===== src/rtl/qeciphy_lb_pkg.sv =====
// Shared definitions for the QECIPHY far-end loopback responder:
// the link-up status code and the responder state encoding.
package qeciphy_lb_pkg;

    localparam int STATUS_W = 4;
    localparam logic [STATUS_W-1:0] LINK_UP = 4'b0100;

    typedef enum logic [1:0] {
        IDLE    = 2'd0,
        FORWARD = 2'd1,
        FLUSH   = 2'd2
    } lb_state_t;

endpackage


===== src/rtl/qeciphy_lb_fifo.sv =====
// First-word-fall-through FIFO with a wrap-bit pointer scheme and a synchronous flush.
// The head word is visible on dout whenever the FIFO is not empty and reads as zero otherwise.
module qeciphy_lb_fifo #(
    parameter int DATA_W = 64,
    parameter int DEPTH  = 16
) (
    input  logic                     ACLK,
    input  logic                     ARST,
    input  logic                     push,
    input  logic                     pop,
    input  logic                     flush,
    input  logic [DATA_W-1:0]        din,
    output logic [DATA_W-1:0]        dout,
    output logic                     full,
    output logic                     empty,
    output logic [$clog2(DEPTH):0]   count
);

    localparam int AW = $clog2(DEPTH);

    logic [AW:0]       wr_ptr;
    logic [AW:0]       rd_ptr;
    logic [DATA_W-1:0] mem [DEPTH];

    always_ff @(posedge ACLK or posedge ARST) begin
        if (ARST) begin
            wr_ptr <= '0;
            rd_ptr <= '0;
        end else if (flush) begin
            wr_ptr <= '0;
            rd_ptr <= '0;
        end else begin
            if (push) wr_ptr <= wr_ptr + (AW+1)'(1);
            if (pop)  rd_ptr <= rd_ptr + (AW+1)'(1);
        end
    end

    // Storage needs no reset; a push into a full FIFO with a pop overwrites the slot being read out.
    always_ff @(posedge ACLK) begin
        if (push && !flush) mem[wr_ptr[AW-1:0]] <= din;
    end

    assign empty = (wr_ptr == rd_ptr);
    assign full  = (wr_ptr[AW-1:0] == rd_ptr[AW-1:0]) && (wr_ptr[AW] != rd_ptr[AW]);
    assign count = wr_ptr - rd_ptr;
    assign dout  = empty ? '0 : mem[rd_ptr[AW-1:0]];

endmodule


===== src/rtl/qeciphy_loopback_responder.sv =====
// Far-end QECIPHY loopback: buffers every received word and retransmits it unchanged,
// absorbing TX back-pressure in a FIFO and recording any words lost to overflow.
module qeciphy_loopback_responder
    import qeciphy_lb_pkg::*;
#(
    parameter int DATA_W = 64,
    parameter int DEPTH  = 16,
    parameter int CNT_W  = 32
) (
    input  logic                    ACLK,
    input  logic                    ARST,
    input  logic                    ENABLE,
    input  logic [STATUS_W-1:0]     STATUS,
    input  logic [DATA_W-1:0]       RX_TDATA,
    input  logic                    RX_TVALID,
    output logic [DATA_W-1:0]       TX_TDATA,
    output logic                    TX_TVALID,
    input  logic                    TX_TREADY,
    output logic                    OVERFLOW,
    output logic [15:0]             DROP_COUNT,
    output logic [CNT_W-1:0]        FWD_COUNT,
    output logic [$clog2(DEPTH):0]  FILL
);

    lb_state_t state;
    lb_state_t state_next;

    logic link_ok;
    logic forwarding;
    logic full;
    logic empty;
    logic push;
    logic pop;
    logic drop;
    logic flush;

    assign link_ok    = ENABLE && (STATUS == LINK_UP);
    assign forwarding = (state == FORWARD);

    // RX has no ready, so a word arriving at a full FIFO is lost unless a pop frees a slot this cycle.
    assign pop   = forwarding && !empty && TX_TREADY;
    assign push  = forwarding && RX_TVALID && (!full || pop);
    assign drop  = forwarding && RX_TVALID && full && !pop;
    assign flush = (state == FLUSH);

    assign TX_TVALID = forwarding && !empty;

    always_ff @(posedge ACLK or posedge ARST) begin
        if (ARST) state <= IDLE;
        else      state <= state_next;
    end

    always_comb begin
        state_next = state;
        case (state)
            IDLE:    if (link_ok)  state_next = FORWARD;
            FORWARD: if (!link_ok) state_next = FLUSH;
            FLUSH:                 state_next = IDLE;
            default:               state_next = IDLE;
        endcase
    end

    // Loss indicators survive link drops so the near end can still read them after recovery.
    always_ff @(posedge ACLK or posedge ARST) begin
        if (ARST) begin
            OVERFLOW   <= 1'b0;
            DROP_COUNT <= '0;
        end else if (drop) begin
            OVERFLOW <= 1'b1;
            if (DROP_COUNT != 16'hFFFF) DROP_COUNT <= DROP_COUNT + 16'd1;
        end
    end

    always_ff @(posedge ACLK or posedge ARST) begin
        if (ARST)     FWD_COUNT <= '0;
        else if (pop) FWD_COUNT <= FWD_COUNT + CNT_W'(1);
    end

    qeciphy_lb_fifo #(
        .DATA_W(DATA_W),
        .DEPTH (DEPTH)
    ) u_fifo (
        .ACLK  (ACLK),
        .ARST  (ARST),
        .push  (push),
        .pop   (pop),
        .flush (flush),
        .din   (RX_TDATA),
        .dout  (TX_TDATA),
        .full  (full),
        .empty (empty),
        .count (FILL)
    );

endmodule


===== config.mk =====
export PLATFORM = sky130hd
export DESIGN_NAME = qeciphy_loopback_responder
export DESIGN_NICKNAME = d
export VERILOG_FILES = /design/src/rtl/qeciphy_lb_pkg.sv /design/src/rtl/qeciphy_lb_fifo.sv /design/src/rtl/qeciphy_loopback_responder.sv
export SDC_FILE = /design/constraint.sdc
export NUM_CORES = 1
export LEC_CHECK = 0
export CORE_UTILIZATION = 60
export CTS_BUF_LIST = sky130_fd_sc_hd__clkbuf_8 sky130_fd_sc_hd__clkbuf_16
export DETAILED_ROUTE_END_ITERATION = 16
export PLACE_DENSITY = 0.88
export SKIP_CTS_REPAIR_TIMING = 1
export SLEW_MARGIN = 10
export SYNTH_ARGS = -nofsm -noshare
export SYNTH_HDL_FRONTEND = slang
export SYNTH_SLANG_ARGS = --single-unit

===== constraint.sdc =====
create_clock -name ACLK -period 15.3 [get_ports ACLK]
set_input_delay 2.295 -clock ACLK [delete_from_list [all_inputs] [get_ports ACLK]]
set_output_delay 2.295 -clock ACLK [all_outputs]
set_load 0.05 [all_outputs]

==> impl_results.md <==
* Seq cells post-synth at 1085
* Simple-gate share of the synthesized area at approximately 1.6%
* Final global-route overflow total at 0
* Port Buffers at 191
* Synth Area in XOR/XNOR at between 1 and 1.5%
* Vias per cell at roughly 6.7
* Largest net degree at the start of global routing at 152
* Mux contribution to synthesized area at about 17%
* WP data required at 13.01 ns
* DIE HEIGHT at between 200 and 300 µm
* Chip width at 266 µm
* DRT Wirelength at a little over 100 mm
* Total power at approximately 0.0069 W
* H-tree depth at 3
* Final Worst Setup Slack at around 8.2 ns
* Crit-path slowest cell: clkdlybuf4s50_1
* Top-level port count at around 190
* Worst skew pair latency at ~0.7 ns
* Clock Skews at ~0.038 ns
* Synth Area in Compound Gates at roughly 1.3%
* Sink Count at 1085
* Net Sw Power at about 0.0018 W
* Final Max Slew Viols at 0
* Max-cap viol count at 0
* Pint at just over 0.005 W
* Crit path capture type: output port
* Global placement routability congestion at between 0.7 and 0.8
* FF-to-FF Start: u_fifo.rd_ptr[3]
* Pleak at 15.8 nW
* Share of power burned in registers at 47.6%
* Reg clk slew, reported paths at approximately 0.060 ns
* Switching Share at 26.1%
* Mean routed wirelength per cell at 32.3 µm
* Full die area at between 70000 and 80000 µm²
* GRT met2 Usage at roughly 49%
* Slew @ Worst Pin at between 1 and 1.5 ns
* Status: finished, final reports clean
* Final nets at around 2200
* Met1 Track Usage GR at between 30% and 40%
* CP Max Fanout at 56
* ANT nets after route at 0
* Clock period minus worst slack at just over 7 ns
* Crit. Startpoint: u_fifo.rd_ptr[3]
* Crit Path Class: reg -> out
* Synthesized Nets at about 1900
* Yosys warns at 0
* Post-Synth Adder-Cell Area at 0.378%
* Cells after Synth at about 1900
* Headroom to the max-slew limit at between 10% and 20%
* Worst path cell trace: clkinv_4, ha_1, nand4_1, o21ai_4, buf_4, o22ai_1, clkdlybuf4s50_1
* Setup TNS at 0 ns
* Busiest layer in global routing: met2
* Main combinational cell family by area after synthesis: multiplexers
* Achievable Freq at between 0.1 and 0.15 GHz
* Mapped Avg Cell Area at 22.4 µm²
* WHS at 0.470 ns
* Worst EP arrival at between 4 and 5 ns
* Combinational power share at between 10% and 20%
* GR Util All Layers at 29.1%
* Area Overhead vs Synth at 15.4%
* Fin crit share at between 40% and 50%
* PD cells at about 140 nW/µm²
* # rows at 96
* Asr flop ratio synth at 5.62%
* Final setup fails at 0
* Number of synthesized flops with an enable pin at 1024
* Grt met3 use at roughly 7%
* CTS tree: built
* 1st-iter DRT viols at roughly 2700
* First-pass GRT wire length at between 100 and 150 mm
* Deepest clock path buffer count at 3
* Top FF cell, synth: edfxtp_1
* Initial antenna violation count at 13
* Vias in the first global route at 21714
* Post-Syn Area at about 42000 µm²
* CTS Buf Count at roughly 100
* Placement Setup Slack at between 8 and 9 ns
* Share of layout cells above drive strength 1 at about 21%
* Register area share after synthesis at between 70% and 80%
* Commonest non-fill, non-tap cell in the layout: edfxtp_1
* CP peak stage delay at 0.78 ns
* Hold WC Path Type: reg -> reg
* Clock power share at 35.9%
* Most frequent cells in the layout: edfxtp_1 (1024), mux4_2 (256), clkdlybuf4s50_1 (191)
* Vias at between 20000 and 25000
* Critical Path Start Type: flip-flop
* DR pass1 iterations at 8
* CORE AREA at 68700 µm²
* Hold Crit Start: OVERFLOW
* Initial Util at between 60% and 70%
* Detailed placer's ending HPWL at 50.7 mm
* Final Hold Fails at 0
* Yosys cell types at between 40 and 50
* # DRC at 0
* VDD IR-drop max at ~110 µV
* Clk root buf: clkbuf_16
* RSZ-0062 raised after global routing: false
## power groups by stage
stage	Clock (W)	Combinational [W]	Sequential, W
final	0.00248	0.00113	0.00328
after floorplan	0	0.000801	0.00333
after global placement	0	0.00110	0.00334
after CTS	0.00250	0.00114	0.00328
after detailed placement	0	0.00112	0.00334
after global routing	0.00260	0.00118	0.00328
## worst max-delay path, delay by kind of cell, from the launching register on
kind,cells,cell delay (ns)
adder cells (fa/ha/maj),1,0.64
buffers and inverters,3,2.01
AND/OR/NAND/NOR,1,0.35
flip-flops,1,0.40
AO/OA/AOI/OAI,2,0.70
## cell usage after synthesis, types with 11 or more instances
cell type / instances / share of area, %
dfrtp_1: 61 / 3.7
inv_1: 12 / 0.11
xnor2_1: 40 / 0.84
mux4_2: 256 / 14
buf_1: 19 / 0.17
ha_1: 11 / 0.33
nand3_1: 18 / 0.22
o22ai_1: 64 / 0.96
mux2i_1: 129 / 3.1
clkbuf_1: 37 / 0.33
nand4_1: 24 / 0.36
nor2_1: 37 / 0.33
nand2_1: 27 / 0.24
xor2_1: 14 / 0.29
edfxtp_1: 1024 / 74
buf_2: 31 / 0.37
## worst paths after layout
check	cells after the start	endpoint	slack, ns
min in group asynchronous	3	FWD_COUNT[13]	2.21
min reg2reg	1	OVERFLOW	0.47
max in group asynchronous	3	u_fifo.rd_ptr[0]	12.52
max reg2reg	7	u_fifo.mem[9][57]	10.10
min	1	OVERFLOW	0.47
max	7	TX_TDATA[18]	8.18
## cell type report
class	count	area, µm²
diodes	6	15.0
clock buffers	105	2630
repair buffers	224	2200
inverters	13	53.8
well taps	931	1160
fillers	3870	20600
flip-flops and latches	1085	32300
multi-input cells	673	9090
clock inverters	90	651
## state kept, by name, summed over array words and instances, names as in the netlist
name and cells:
state 2, OVERFLOW 1, DROP_COUNT 16, u_fifo.mem 1024
u_fifo.wr_ptr 5, FWD_COUNT 32, u_fifo.rd_ptr 5
## metal layers
metal  part of all wire, %  up-vias
met5                 0.093        -
met4                   4.5       14
met3                   9.6      300
met2                    51     1405
met1                    35    10827
li1                      -     8291
## stage by stage
step                      instances  instance area, µm²  util, %
final                          3127               48100     70.0
after global routing           3125               48100     70.0
after CTS                      3121               48100     70.0
after detailed placement       2926               44800     65.2
after global placement         2926               44800     65.2
after floorplan                1862               41700        -
## cells by family (layout without fill, tap and decap cells)
logic type      count (synthesis)  after routing
flops                        1085           1085
mux                           390            390
simple gates                  136            136
buf+inv                       104            432
compound gates                 80             80
xor+xnor                       55             55
fa+ha+maj                      12             12
other cells                     0              6
(Power assumes the default switching activity.)
